## src/rtl/audio_io_pkg.sv

```systemverilog
// Shared types and default sizing for the audio I/O controller.
package audio_io_pkg;

  localparam int unsigned DEF_DWIDTH  = 32;
  localparam int unsigned DEF_DEPTH   = 4;
  localparam int unsigned DEF_TICKDIV = 1042;

  // DAC output handshake state.
  typedef enum logic {
    OUT_WAIT = 1'b0,
    OUT_SEND = 1'b1
  } out_state_t;

endpackage

```

## src/rtl/audio_io_ctrl_sync_fifo.sv

```systemverilog
// First-word-fall-through synchronous FIFO. The head entry is visible on
// dout_o whenever the FIFO is non-empty, and dout_o reads 0 when it is empty.
// A push into a full FIFO is accepted when a pop happens in the same cycle.
module sync_fifo #(
  parameter int DWIDTH = 32,
  parameter int DEPTH  = 4
) (
  input  logic              clk_i,
  input  logic              rst_i,
  input  logic              push_i,
  input  logic [DWIDTH-1:0] din_i,
  input  logic              pop_i,
  output logic [DWIDTH-1:0] dout_o,
  output logic              full_o,
  output logic              empty_o
);

  localparam int AW = $clog2(DEPTH);

  // One extra pointer bit separates the full and empty conditions.
  logic [AW:0]       wr_q, wr_d;
  logic [AW:0]       rd_q, rd_d;
  logic [DWIDTH-1:0] mem_q [DEPTH];
  logic              do_push;
  logic              do_pop;

  assign empty_o = (wr_q == rd_q);
  assign full_o  = (wr_q[AW] != rd_q[AW]) && (wr_q[AW-1:0] == rd_q[AW-1:0]);
  assign do_pop  = pop_i && !empty_o;
  assign do_push = push_i && (!full_o || do_pop);
  assign dout_o  = empty_o ? '0 : mem_q[rd_q[AW-1:0]];

  // Advance the pointers; they wrap naturally modulo 2*DEPTH.
  always_comb begin
    wr_d = wr_q + {{AW{1'b0}}, do_push};
    rd_d = rd_q + {{AW{1'b0}}, do_pop};
  end

  // Pointer registers.
  always_ff @(posedge clk_i) begin
    if (rst_i) begin
      wr_q <= '0;
      rd_q <= '0;
    end else begin
      wr_q <= wr_d;
      rd_q <= rd_d;
    end
  end

  // Storage needs no reset; the pointers define which entries are valid.
  always_ff @(posedge clk_i) begin
    if (do_push) mem_q[wr_q[AW-1:0]] <= din_i;
  end

endmodule

```

## src/rtl/audio_io_ctrl.sv

```systemverilog
// Audio I/O controller: buffers ADC samples for the CPU, buffers CPU output
// samples for the DAC, paces the DAC with a sample-rate tick and records
// sticky overrun / underrun / late flags.
module audio_io_ctrl
  import audio_io_pkg::*;
#(
  parameter int DWIDTH  = DEF_DWIDTH,
  parameter int DEPTH   = DEF_DEPTH,
  parameter int TICKDIV = DEF_TICKDIV
) (
  input  logic              clock,
  input  logic              reset,
  input  logic              adc_valid,
  input  logic [DWIDTH-1:0] adc_data,
  output logic              adc_ready,
  input  logic              cpu_input_ready,
  output logic [DWIDTH-1:0] cpu_adcdata,
  input  logic              cpu_output_valid,
  input  logic [DWIDTH-1:0] cpu_outport,
  output logic              cpu_stall,
  output logic              dac_valid,
  output logic [DWIDTH-1:0] dac_data,
  input  logic              dac_ready,
  input  logic              clr_flags,
  output logic              overrun,
  output logic              underrun,
  output logic              late
);

  localparam int CW = (TICKDIV > 1) ? $clog2(TICKDIV) : 1;
  localparam logic [CW-1:0] TMAX = CW'(TICKDIV - 1);

  // FIFO handshakes
  logic              in_full, in_empty;
  logic              out_full, out_empty;
  logic [DWIDTH-1:0] out_head;
  logic              in_push, in_pop;
  logic              out_push, fsm_pop;

  // Tick counter
  logic [CW-1:0]     cnt_q, cnt_d;
  logic              tick;

  // DAC FSM
  out_state_t        state_q, state_d;
  logic              dac_valid_q, dac_valid_d;
  logic [DWIDTH-1:0] dac_data_q, dac_data_d;
  logic              underrun_set, late_set, overrun_set;

  // Sticky flags
  logic              overrun_q, overrun_d;
  logic              underrun_q, underrun_d;
  logic              late_q, late_d;

  // ---------------------------------------------------------------------
  // CPU / ADC handshakes. A pop by the DAC FSM frees a slot in the same
  // cycle, so a full output FIFO does not stall the CPU on a draining tick.
  // Both handshakes are forced quiet while reset is asserted.
  // ---------------------------------------------------------------------
  assign adc_ready   = !reset && !in_full;
  assign cpu_stall   = !reset &&
                       ((cpu_input_ready && in_empty) ||
                        (cpu_output_valid && out_full && !fsm_pop));
  assign in_push     = adc_valid && adc_ready;
  assign in_pop      = cpu_input_ready && !cpu_stall;
  assign out_push    = cpu_output_valid && !cpu_stall;
  assign overrun_set = adc_valid && in_full;

  sync_fifo #(.DWIDTH(DWIDTH), .DEPTH(DEPTH)) u_in_fifo (
    .clk_i   (clock),
    .rst_i   (reset),
    .push_i  (in_push),
    .din_i   (adc_data),
    .pop_i   (in_pop),
    .dout_o  (cpu_adcdata),
    .full_o  (in_full),
    .empty_o (in_empty)
  );

  sync_fifo #(.DWIDTH(DWIDTH), .DEPTH(DEPTH)) u_out_fifo (
    .clk_i   (clock),
    .rst_i   (reset),
    .push_i  (out_push),
    .din_i   (cpu_outport),
    .pop_i   (fsm_pop),
    .dout_o  (out_head),
    .full_o  (out_full),
    .empty_o (out_empty)
  );

  // ---------------------------------------------------------------------
  // Sample-rate tick: one cycle in every TICKDIV.
  // ---------------------------------------------------------------------
  assign tick = (cnt_q == TMAX);

  // Next count, wrapping at TICKDIV-1.
  always_comb begin
    cnt_d = tick ? '0 : cnt_q + CW'(1);
  end

  // Tick counter register.
  always_ff @(posedge clock) begin
    if (reset) cnt_q <= '0;
    else       cnt_q <= cnt_d;
  end

  // ---------------------------------------------------------------------
  // DAC FSM
  // ---------------------------------------------------------------------
  // State and DAC output registers.
  always_ff @(posedge clock) begin
    if (reset) begin
      state_q     <= OUT_WAIT;
      dac_valid_q <= 1'b0;
      dac_data_q  <= '0;
    end else begin
      state_q     <= state_d;
      dac_valid_q <= dac_valid_d;
      dac_data_q  <= dac_data_d;
    end
  end

  // Next state: leave WAIT on a tick, leave SEND on DAC acceptance.
  always_comb begin
    state_d = state_q;
    case (state_q)
      OUT_WAIT: if (tick)      state_d = OUT_SEND;
      OUT_SEND: if (dac_ready) state_d = OUT_WAIT;
      default:                 state_d = OUT_WAIT;
    endcase
  end

  // Outputs: load a sample (or silence) on a tick; hold it until accepted.
  // A tick while a sample is still pending is dropped.
  always_comb begin
    dac_valid_d  = dac_valid_q;
    dac_data_d   = dac_data_q;
    fsm_pop      = 1'b0;
    underrun_set = 1'b0;
    late_set     = 1'b0;
    case (state_q)
      OUT_WAIT: begin
        if (tick) begin
          dac_valid_d  = 1'b1;
          dac_data_d   = out_empty ? '0 : out_head;
          fsm_pop      = !out_empty;
          underrun_set = out_empty;
        end
      end
      OUT_SEND: begin
        if (dac_ready) dac_valid_d = 1'b0;
        late_set = tick && !dac_ready;
      end
      default: ;
    endcase
  end

  assign dac_valid = dac_valid_q;
  assign dac_data  = dac_data_q;

  // ---------------------------------------------------------------------
  // Sticky flags: a set event beats a clear in the same cycle.
  // ---------------------------------------------------------------------
  always_comb begin
    overrun_d  = overrun_set  ? 1'b1 : (clr_flags ? 1'b0 : overrun_q);
    underrun_d = underrun_set ? 1'b1 : (clr_flags ? 1'b0 : underrun_q);
    late_d     = late_set     ? 1'b1 : (clr_flags ? 1'b0 : late_q);
  end

  // Flag registers.
  always_ff @(posedge clock) begin
    if (reset) begin
      overrun_q  <= 1'b0;
      underrun_q <= 1'b0;
      late_q     <= 1'b0;
    end else begin
      overrun_q  <= overrun_d;
      underrun_q <= underrun_d;
      late_q     <= late_d;
    end
  end

  assign overrun  = overrun_q;
  assign underrun = underrun_q;
  assign late     = late_q;

endmodule

```

## config.mk

```make
export PLATFORM = sky130hd
export DESIGN_NAME = audio_io_ctrl
export DESIGN_NICKNAME = d
export VERILOG_FILES = /design/src/rtl/audio_io_pkg.sv /design/src/rtl/audio_io_ctrl_sync_fifo.sv /design/src/rtl/audio_io_ctrl.sv
export SDC_FILE = /design/constraint.sdc
export NUM_CORES = 1
export LEC_CHECK = 0
export ABC_AREA = 1
export BUFFER_PORTS_ARGS = -buffer_cell sky130_fd_sc_hd__buf_2
export CAP_MARGIN = 20
export CORE_UTILIZATION = 55
export CTS_BUF_LIST = sky130_fd_sc_hd__clkbuf_16
export DETAILED_ROUTE_END_ITERATION = 10
export PLACE_DENSITY = 0.78
export SLEW_MARGIN = 0
export SYNTH_ARGS = -nofsm -noshare
export SYNTH_HDL_FRONTEND = slang
export SYNTH_HIERARCHICAL = 1
export SYNTH_SLANG_ARGS = --single-unit
```

## constraint.sdc

```tcl
create_clock -name clock -period 4.7 [get_ports clock]
set_input_delay 0.235 -clock clock [delete_from_list [all_inputs] [get_ports clock]]
set_output_delay 0.235 -clock clock [all_outputs]
set_load 0.005 [all_outputs]
```

==> Word level (Yosys, flattened, before mapping) <==
Memory sizes are Yosys's and may differ from the RTL's. A register that Yosys moved wholly into a read port is not among the register bits.
Cells that the tools add are included.
{ "word_totals": {"reg_bits": 60, "ram_bits": 256, "input_bits": 71, "out_inout_bits": 70, "elab_cells": 84, "memories": 2} }
{ "memory_table": {"columns": ["memory", "words", "word_bits", "rd", "rd_clocked_by_memory_dff", "write_ports", "line_no", "text"], "rows": [
  ["u_in_fifo.mem_q", 4, 32, 1, 1, 1, "audio_io_ctrl_sync_fifo.sv:23", "logic [DWIDTH-1:0] mem_q [DEPTH];"],
  ["u_out_fifo.mem_q", 4, 32, 1, 1, 1, "audio_io_ctrl_sync_fifo.sv:23", null]
]} }
{ "classes": {"add_sub_neg": 5, "n_eq_ne": 9, "n_mux": 23, "bitwise": 1, "n_reduce_logical": 33} }
{ "op_table": {"columns": ["operator", "n"], "rows": [
  ["$mux W32", 2],
  ["$mux W1", 17],
  ["$logic_and A1 B1 Y1", 16],
  ["$add A3 B1 Y3", 4],
  ["$add A11 B1 Y11 const B", 1],
  ["$eq A11 B11 Y1 const B", 1],
  ["$logic_not A1 Y1", 8],
  ["$eq A3 B3 Y1", 2],
  ["$reduce_bool A2 Y1", 3],
  ["$eq A2 B2 Y1", 2],
  ["$mux W2", 2],
  ["$ne A2 B2 Y1 const B", 2],
  ["$pmux W1 S2", 2],
  ["$reduce_and A2 Y1", 2],
  ["$logic_or A1 B1 Y1", 3],
  ["$ne A1 B1 Y1", 2],
  ["$reduce_or A2 Y1", 1],
  ["$not A1 Y1", 1]
]} }

==> Logic depth before layout (Yosys ltp) <==
{ "logic_depth": {"depth_word": 15, "ltp_mapped": 20, "mapped_depth_nobuf": 19} }

==> Hierarchy <==
Netlist, hierarchy kept.
{ "by_module_without_submodules": {"columns": ["mod", "instances", "cells_per_inst", "area_per_inst_um2", "seq_area_each_um2"], "rows": [
  ["sync_fifo (u_out_fifo)", 1, 461, 5500.3, 3963.8],
  ["sync_fifo (u_in_fifo)", 1, 428, 5357.6, 3963.8],
  ["audio_io_ctrl", 1, 241, 2030.7, 960.9]
]} }

==> Worst setup path before layout <==
OpenSTA, ideal clock, no wires.
{ "synth_timing": {"kind": "register -> register", "start": "reg u_out_fifo.rd_q[0]", "end": "mem u_in_fifo.mem_q[0][0] (enable)", "setup_ps": 421, "arrival_ps": 3020, "required_ps": 4279, "path_slack_ps": 1259, "path_stages_with_launch": 17, "n_path_buf": 2, "period_less_slack_ps": 3441, "path_cell_list": "dfxtp_1 > inv_1 > buf_6 > nand2_4 > nand2_4 > nand3_4 > buf_6 > inv_1 > inv_1 > nand3_4 > nand2_1 > nand2_1 > a21oi_1 > inv_1 > nand4_1 > nand2_1 > nor2_1"} }
{ "synth_via": {"elab_chain_len": 15, "word_cells_on_any_way": 18, "classes_between": "2 x eq/ne; 4 x mux; 12 x reduce/logical"} }
{ "synth_lines": {"columns": ["element", "line_no", "text"], "rows": [
  ["start, declared", "audio_io_ctrl_sync_fifo.sv:22", "logic [AW:0] rd_q, rd_d;"],
  ["start signal, assigned", "audio_io_ctrl_sync_fifo.sv:46", "rd_q <= rd_d;"],
  ["$eq A3 B3 Y1", "audio_io_ctrl_sync_fifo.sv:27", "assign empty_o = (wr_q == rd_q);"],
  ["net out_empty", "audio_io_ctrl.sv:35", "logic out_full, out_empty;"],
  ["$logic_not A1 Y1", "audio_io_ctrl.sv:146", "fsm_pop = !out_empty;"],
  ["$mux W1", "audio_io_ctrl.sv:143", "if (tick) begin"],
  ["$mux W1", "audio_io_ctrl.sv:141", "case (state_q)"],
  ["$logic_not A1 Y1", "audio_io_ctrl.sv:63", "(cpu_output_valid && out_full && !fsm_pop));"],
  ["$logic_and A1 B1 Y1", "audio_io_ctrl.sv:63", null],
  ["$logic_or A1 B1 Y1", "audio_io_ctrl.sv:62", "((cpu_input_ready && in_empty) ||"],
  ["$logic_and A1 B1 Y1", "audio_io_ctrl.sv:61", "assign cpu_stall = !reset &&"],
  ["$logic_not A1 Y1", "audio_io_ctrl.sv:65", "assign in_pop = cpu_input_ready && !cpu_stall;"],
  ["$logic_and A1 B1 Y1", "audio_io_ctrl.sv:65", null],
  ["net in_pop", "audio_io_ctrl.sv:37", "logic in_push, in_pop;"],
  ["$logic_and A1 B1 Y1", "audio_io_ctrl_sync_fifo.sv:29", "assign do_pop = pop_i && !empty_o;"],
  ["$logic_or A1 B1 Y1", "audio_io_ctrl_sync_fifo.sv:30", "assign do_push = push_i && (!full_o || do_pop);"],
  ["$logic_and A1 B1 Y1", "audio_io_ctrl_sync_fifo.sv:30", null],
  ["$mux W1", "audio_io_ctrl_sync_fifo.sv:52", "if (do_push) mem_q[wr_q[AW-1:0]] <= din_i;"],
  ["$mux W1 (implied by the code)", "audio_io_ctrl_sync_fifo.sv:52", null],
  ["end, declared", "audio_io_ctrl_sync_fifo.sv:23", null]
]} }
The timed path passes the listed nets, and every way through them passes these cells.

==> Worst setup path after layout <==
{ "layout_timing": {"start": "reg u_out_fifo.rd_q[0]", "end": "mem u_out_fifo.mem_q[3][24] (enable)"} }
{ "layout_via": {"elab_chain_len": 13, "word_cells_on_any_way": 19, "classes_between": "2 x eq/ne; 4 x mux; 13 x reduce/logical"} }
{ "layout_lines": {"columns": ["element", "line_no", "text"], "rows": [
  ["$eq A3 B3 Y1 (*)", "audio_io_ctrl_sync_fifo.sv:27", null],
  ["net out_empty", "audio_io_ctrl.sv:35", null],
  ["$logic_not A1 Y1 (*)", "audio_io_ctrl_sync_fifo.sv:29, audio_io_ctrl.sv:146", null],
  ["$mux W1", "audio_io_ctrl.sv:143", null],
  ["$mux W1", "audio_io_ctrl.sv:141", null],
  ["$logic_not A1 Y1", "audio_io_ctrl.sv:63", null],
  ["$logic_and A1 B1 Y1", "audio_io_ctrl.sv:63", null],
  ["$logic_or A1 B1 Y1", "audio_io_ctrl.sv:62", null],
  ["$logic_and A1 B1 Y1", "audio_io_ctrl.sv:61", null],
  ["$logic_not A1 Y1", "audio_io_ctrl.sv:66", "assign out_push = cpu_output_valid && !cpu_stall;"],
  ["$logic_and A1 B1 Y1", "audio_io_ctrl.sv:66", null],
  ["$logic_and A1 B1 Y1 (*)", "audio_io_ctrl_sync_fifo.sv:30", null],
  ["$mux W1 (*)", "audio_io_ctrl_sync_fifo.sv:52", null],
  ["$mux W1 (implied by the code) (*)", "audio_io_ctrl_sync_fifo.sv:52", null],
  ["end, declared", "audio_io_ctrl_sync_fifo.sv:23", null]
]} }
Mark *: on every way through the listed nets, which the timed path passes. The rest lies on a longest branch.

==> results <==
- The final worst hold slack is 64.4 ps.
- The final critical-path setup slack is 794 ps.
- The data arrival at the endpoint of the critical path is 4130 ps.
- The worst register-to-register path ends at u_out_fifo/mem_q[3][24]$_DFFE_PP_.
- The startpoint identified for the worst register-to-register timing path is u_out_fifo/rd_q[0]$_SDFF_PP0_.
- In this run the biggest area consumer among cell types represents 59.6% of the synthesized area.
- The total power density per cell area is 411 mW/mm^2.
- The I/O pin count is 141.
- The TritonCTS buffer count is 30.
- By area the synthesized netlist is led by edfxtp_1, dfxtp_1, nor2_1, o21ai_0, nand2_1.
- The first-pass iteration count of the detailed router is 5.
- The maximum number of pins on one net before global-route repair is 67.
- Of all nets on the critical path, the largest fanout is 34.
- The share of post-route cells with drive strength above 1 is 20.4%.
- OpenSTA, run right after detailed placement, puts the worst setup slack at 808 ps.
- The commonest cells after synthesis are edfxtp_1, nor2_1, nand2_1.
- The clock network burns 41.0% of the power.
- Of the available clock period, the critical path in the final layout requires 83.1%.
- The count of unique library cells instantiated by Yosys is 37.
- Summed over all layers, the global routing overflow is 0.
- The die boundary height is 155 um.
- The starting density of the core is 56.6%.
- The first global-routing pass estimated 42.8 mm of wire.
- Once the clock tree was built, the resizer swapped 0 gates to a different size.
- On the critical path the largest part of the delay comes from simple AND/OR/NAND/NOR gates.
- After synthesis, flip-flops and latches occupy 69.0% of the total area.
- Dividing the detail-routed wire length by the instance count gives 16.5 um.
- By instance count, the leading cell after synthesis is edfxtp_1.
- Counting instances, the worst hold path has a depth of 2.
- The number of buffers on the longest clock path is 3.
- The initialized floorplan defines 55 standard-cell rows.
- After technology mapping, the gate count stands at 1130.
- The worst min-delay path category is input port to flop.
- The critical path start-end classification is flop to flop.
- In the routed design, unresolved DRC markers number 0.
- From synthesis to final layout, the design area changed by 19.9%.
- The setup skew after layout is 9.05 ps.
- The total number of vias is 8747.
- The cell repeated most along the worst path is inv_1.
- The max-slew headroom at the worst pin is 35.0%.
- The number of cells on the worst reg-to-reg path is 13.
- The number of warning messages in the yosys log is 6.
- In this run the register-to-register setup slack is 790 ps.
- For this run, the leading register cell type out of synthesis is edfxtp_1.
- The post-route setup TNS is 0 ps.
- The floorplan step set the die width to 155 um.
- The clock tree root buffer cell is clkbuf_16.
- For this run, the total global-route usage over all layers was measured as 22.8%.
- The flow ran to the end, and the final reports show no timing, DRC or antenna violations.
- The post-detailed-route count of antenna-violating nets is 0.
- The clock-pin slew of the registers on the worst-case setup and hold paths is 60 ps.
- In this run the standard cell core region covers 0.0228 mm^2.
- The number of nets at the end of the flow is 1407.
- The transition time of the tightest slew-check pin is 974 ps.
- The biggest area contributor in the post-synthesis netlist is edfxtp_1.
- The via count of the first global-routing pass is 8536.
- The post-synthesis sequential element count is 316.
- The post-synthesis instance area is 0.0129 mm^2.
- The share of total power consumed by net switching is 22.6%.
- Across the VDD grid, the largest voltage drop is 343 uV.
- The number of buffers added on ports is 140.
- The tool flagged a number of max-cap violations equal to 0.
- Counting I/O delays and the setup requirement, the final critical path takes 3910 ps.
- The largest single stage delay on the critical path is 740 ps.
- The nature of the critical path endpoint is a flop.
- The full die area is 0.0240 mm^2.
- The share of flip-flops with an asynchronous set or reset is 0%.
- The final count of pins violating max slew was 0.
- The internal portion of the total power is 4.91 mW.
- After clock tree synthesis, the flow added hold-fix buffers numbering 65.
- At the end of routability-driven placement, the weighted congestion stood at 0.792.
- The DRC marker count from the first detailed-route iteration is 719.
- The count of endpoints failing hold in the final timing report came to 0.
- For hold timing, the worst endpoint is u_in_fifo/wr_q[1]$_SDFF_PP0_.
- For this design, the sink count on the clock tree is 316.
- The final routed wirelength across all metal layers is 27.4 mm.
- In this run the post-CTS setup repair buffer count came out at 0.
- Setup repair after global routing left no endpoint under its margin.
- Traced cell by cell, the critical path runs through clkinv_1 -> nand2_4 -> nand2_4 -> nand3_4 -> inv_1 -> inv_1 -> nand3_4 -> inv_6 -> inv_1 -> nand4_1 -> nand2_1 -> nor2_2 -> buf_4.
- The count of filler cells inserted in the layout is 1545.
- The clock reaches the later pin of the worst-skew pair after 550 ps.
- The initial antenna violation count is 1.
- The power share of the combinational group is 9.4%.
- The slowest cell on the critical path is nor2_2.
- The net count after synthesis is 1211.
- Data on the critical path is required at its endpoint by 4920 ps.
- The start point of the worst hold path is reset.
- The static leakage is 6.14 nW.
- Timing would allow up to 0.256 GHz.
- The detail-routed via count per cell is 5.26.
- The post-synthesis area per instance is 11.4 um^2.
- The worst setup path is launched from a flop.
- The CTS tree is built.
- In this run the power spent charging and discharging nets is 1.44 mW.
- CTS built an H-tree with a depth of 1.
- The final core area utilization is 67.8%.
- The number of enable flip-flop cells after synthesis is 256.
- The power share of the sequential group is 49.6%.
- Counting both buffers and inverters, the worst setup path holds a total of 6.
- The wire-length estimate of the detail-placed layout is 15.8 mm.
- The total setup violations reported at the end of the flow is 0.
## how the worst max path moves through the flow
stage / from / endpoint / slack (ps) / cells past startpoint
4_1_cts: u_out_fifo/rd_q[0]$_SDFF_PP0_ / u_out_fifo/mem_q[0][5]$_DFFE_PP_ / 750 / 13
3_3_place_gp: u_out_fifo/rd_q[0]$_SDFF_PP0_ / u_out_fifo/mem_q[0][3]$_DFFE_PP_ / 860 / 13
2_1_floorplan: u_out_fifo/rd_q[0]$_SDFF_PP0_ / u_in_fifo/mem_q[0][0]$_DFFE_PP_ / 1260 / 16
6_report: u_out_fifo/rd_q[0]$_SDFF_PP0_ / u_out_fifo/mem_q[3][24]$_DFFE_PP_ / 790 / 13
3_5_place_dp: u_out_fifo/rd_q[0]$_SDFF_PP0_ / u_out_fifo/mem_q[0][9]$_DFFE_PP_ / 810 / 13
5_1_grt: u_out_fifo/rd_q[0]$_SDFF_PP0_ / u_out_fifo/mem_q[0][7]$_DFFE_PP_ / 420 / 13
## worst register-to-register path, cell delays in order, from the launching register on
cell	delay (ps)
dfxtp_2	690
clkinv_1	250
nand2_4	110
nand2_4	60
nand3_4	360
inv_1	120
inv_1	120
nand3_4	100
inv_6	280
inv_1	80
nand4_1	90
nand2_1	160
nor2_2	740
buf_4	420
## area by class of cell
cell class | count | area (um^2) | share of cell area [%]
Sequential cell | 316 | 8890 | 57.6
Multi-Input combinational cell | 648 | 3200 | 20.7
Timing Repair Buffer | 220 | 1460 | 9.48
Clock buffer | 31 | 776 | 5.02
Inverter | 110 | 420 | 2.72
Tap cell | 313 | 392 | 2.53
Clock inverter | 25 | 308 | 1.99
Antenna cell | 1 | 2.50 | 0.0162
## placed cells by master (no fill, tap or decap), types with 2 or more instances in the layout
cell type      count
dfxtp_1           57
o21ai_1           37
nand2_4            2
clkbuf_16         31
a21oi_2           21
nor2_4             2
a21oi_1           21
nand4_1            3
nand3_2            2
o22ai_1           32
nand3_4            3
nor3_1             5
xnor2_1            6
nand3_1            5
clkinv_1           6
o21ai_0          125
ha_1              10
inv_1            107
clkinv_2           8
nand2_2           20
edfxtp_1         256
clkinvlp_4         2
buf_4             15
bufinv_16          7
nor2_2            10
dlygate4sd3_1     65
nor2_1           187
buf_2            140
nand2_1          151
dfxtp_2            3
## registers in the layout (all words and copies together) (netlist names), 3 cells and up
register	flops
u_in_fifo/mem_q	128
dac_data	32
u_out_fifo/wr_q	3
u_out_fifo/rd_q	3
u_out_fifo/mem_q	128
cnt_q	11
u_in_fifo/rd_q	3
u_in_fifo/wr_q	3
## layer usage
metal / global-route usage, % / part of all wire [%] / up-vias
met5: 0 / 0 / -
met4: 8.25 / 2.7 / 0
met3: 3.51 / 7.0 / 54
met2: 40.8 / 50 / 351
met1: 28.0 / 40 / 4115
li1: - / - / 4227
## power by group through the flow
stage	combinational [mW]	sequential, mW	clock, mW
final	0.600	3.15	2.60
after CTS	0.591	3.15	2.63
after global routing	0.665	3.15	2.74
after floorplan	0.365	3.20	0
after detailed placement	0.542	3.21	0
after global placement	0.528	3.20	0
## through the flow
| stage | total power, mW | cell area, um^2 | cells |
|---|---|---|---|
| after detailed placement | 3.75 | 13700 | 1542 |
| after global placement | 3.73 | 13700 | 1542 |
| final | 6.35 | 15400 | 1664 |
| after CTS | 6.37 | 15400 | 1663 |
| after floorplan | 3.57 | 12900 | 1130 |
| after global routing | 6.56 | 15400 | 1664 |
## kinds of logic (layout without fill, tap and decap cells)
group	count (synthesis)	in the layout	synth area share (%)
adder cells (fa/ha/maj)	10	10	0.971
AO/OA/AOI/OAI	239	239	10.3
flip-flops	316	316	69.0
AND/OR/NAND/NOR	391	391	12.6
buffers and inverters	166	386	6.40
other	0	1	0
XOR/XNOR	8	8	0.748
(Power assumes the default switching activity.)
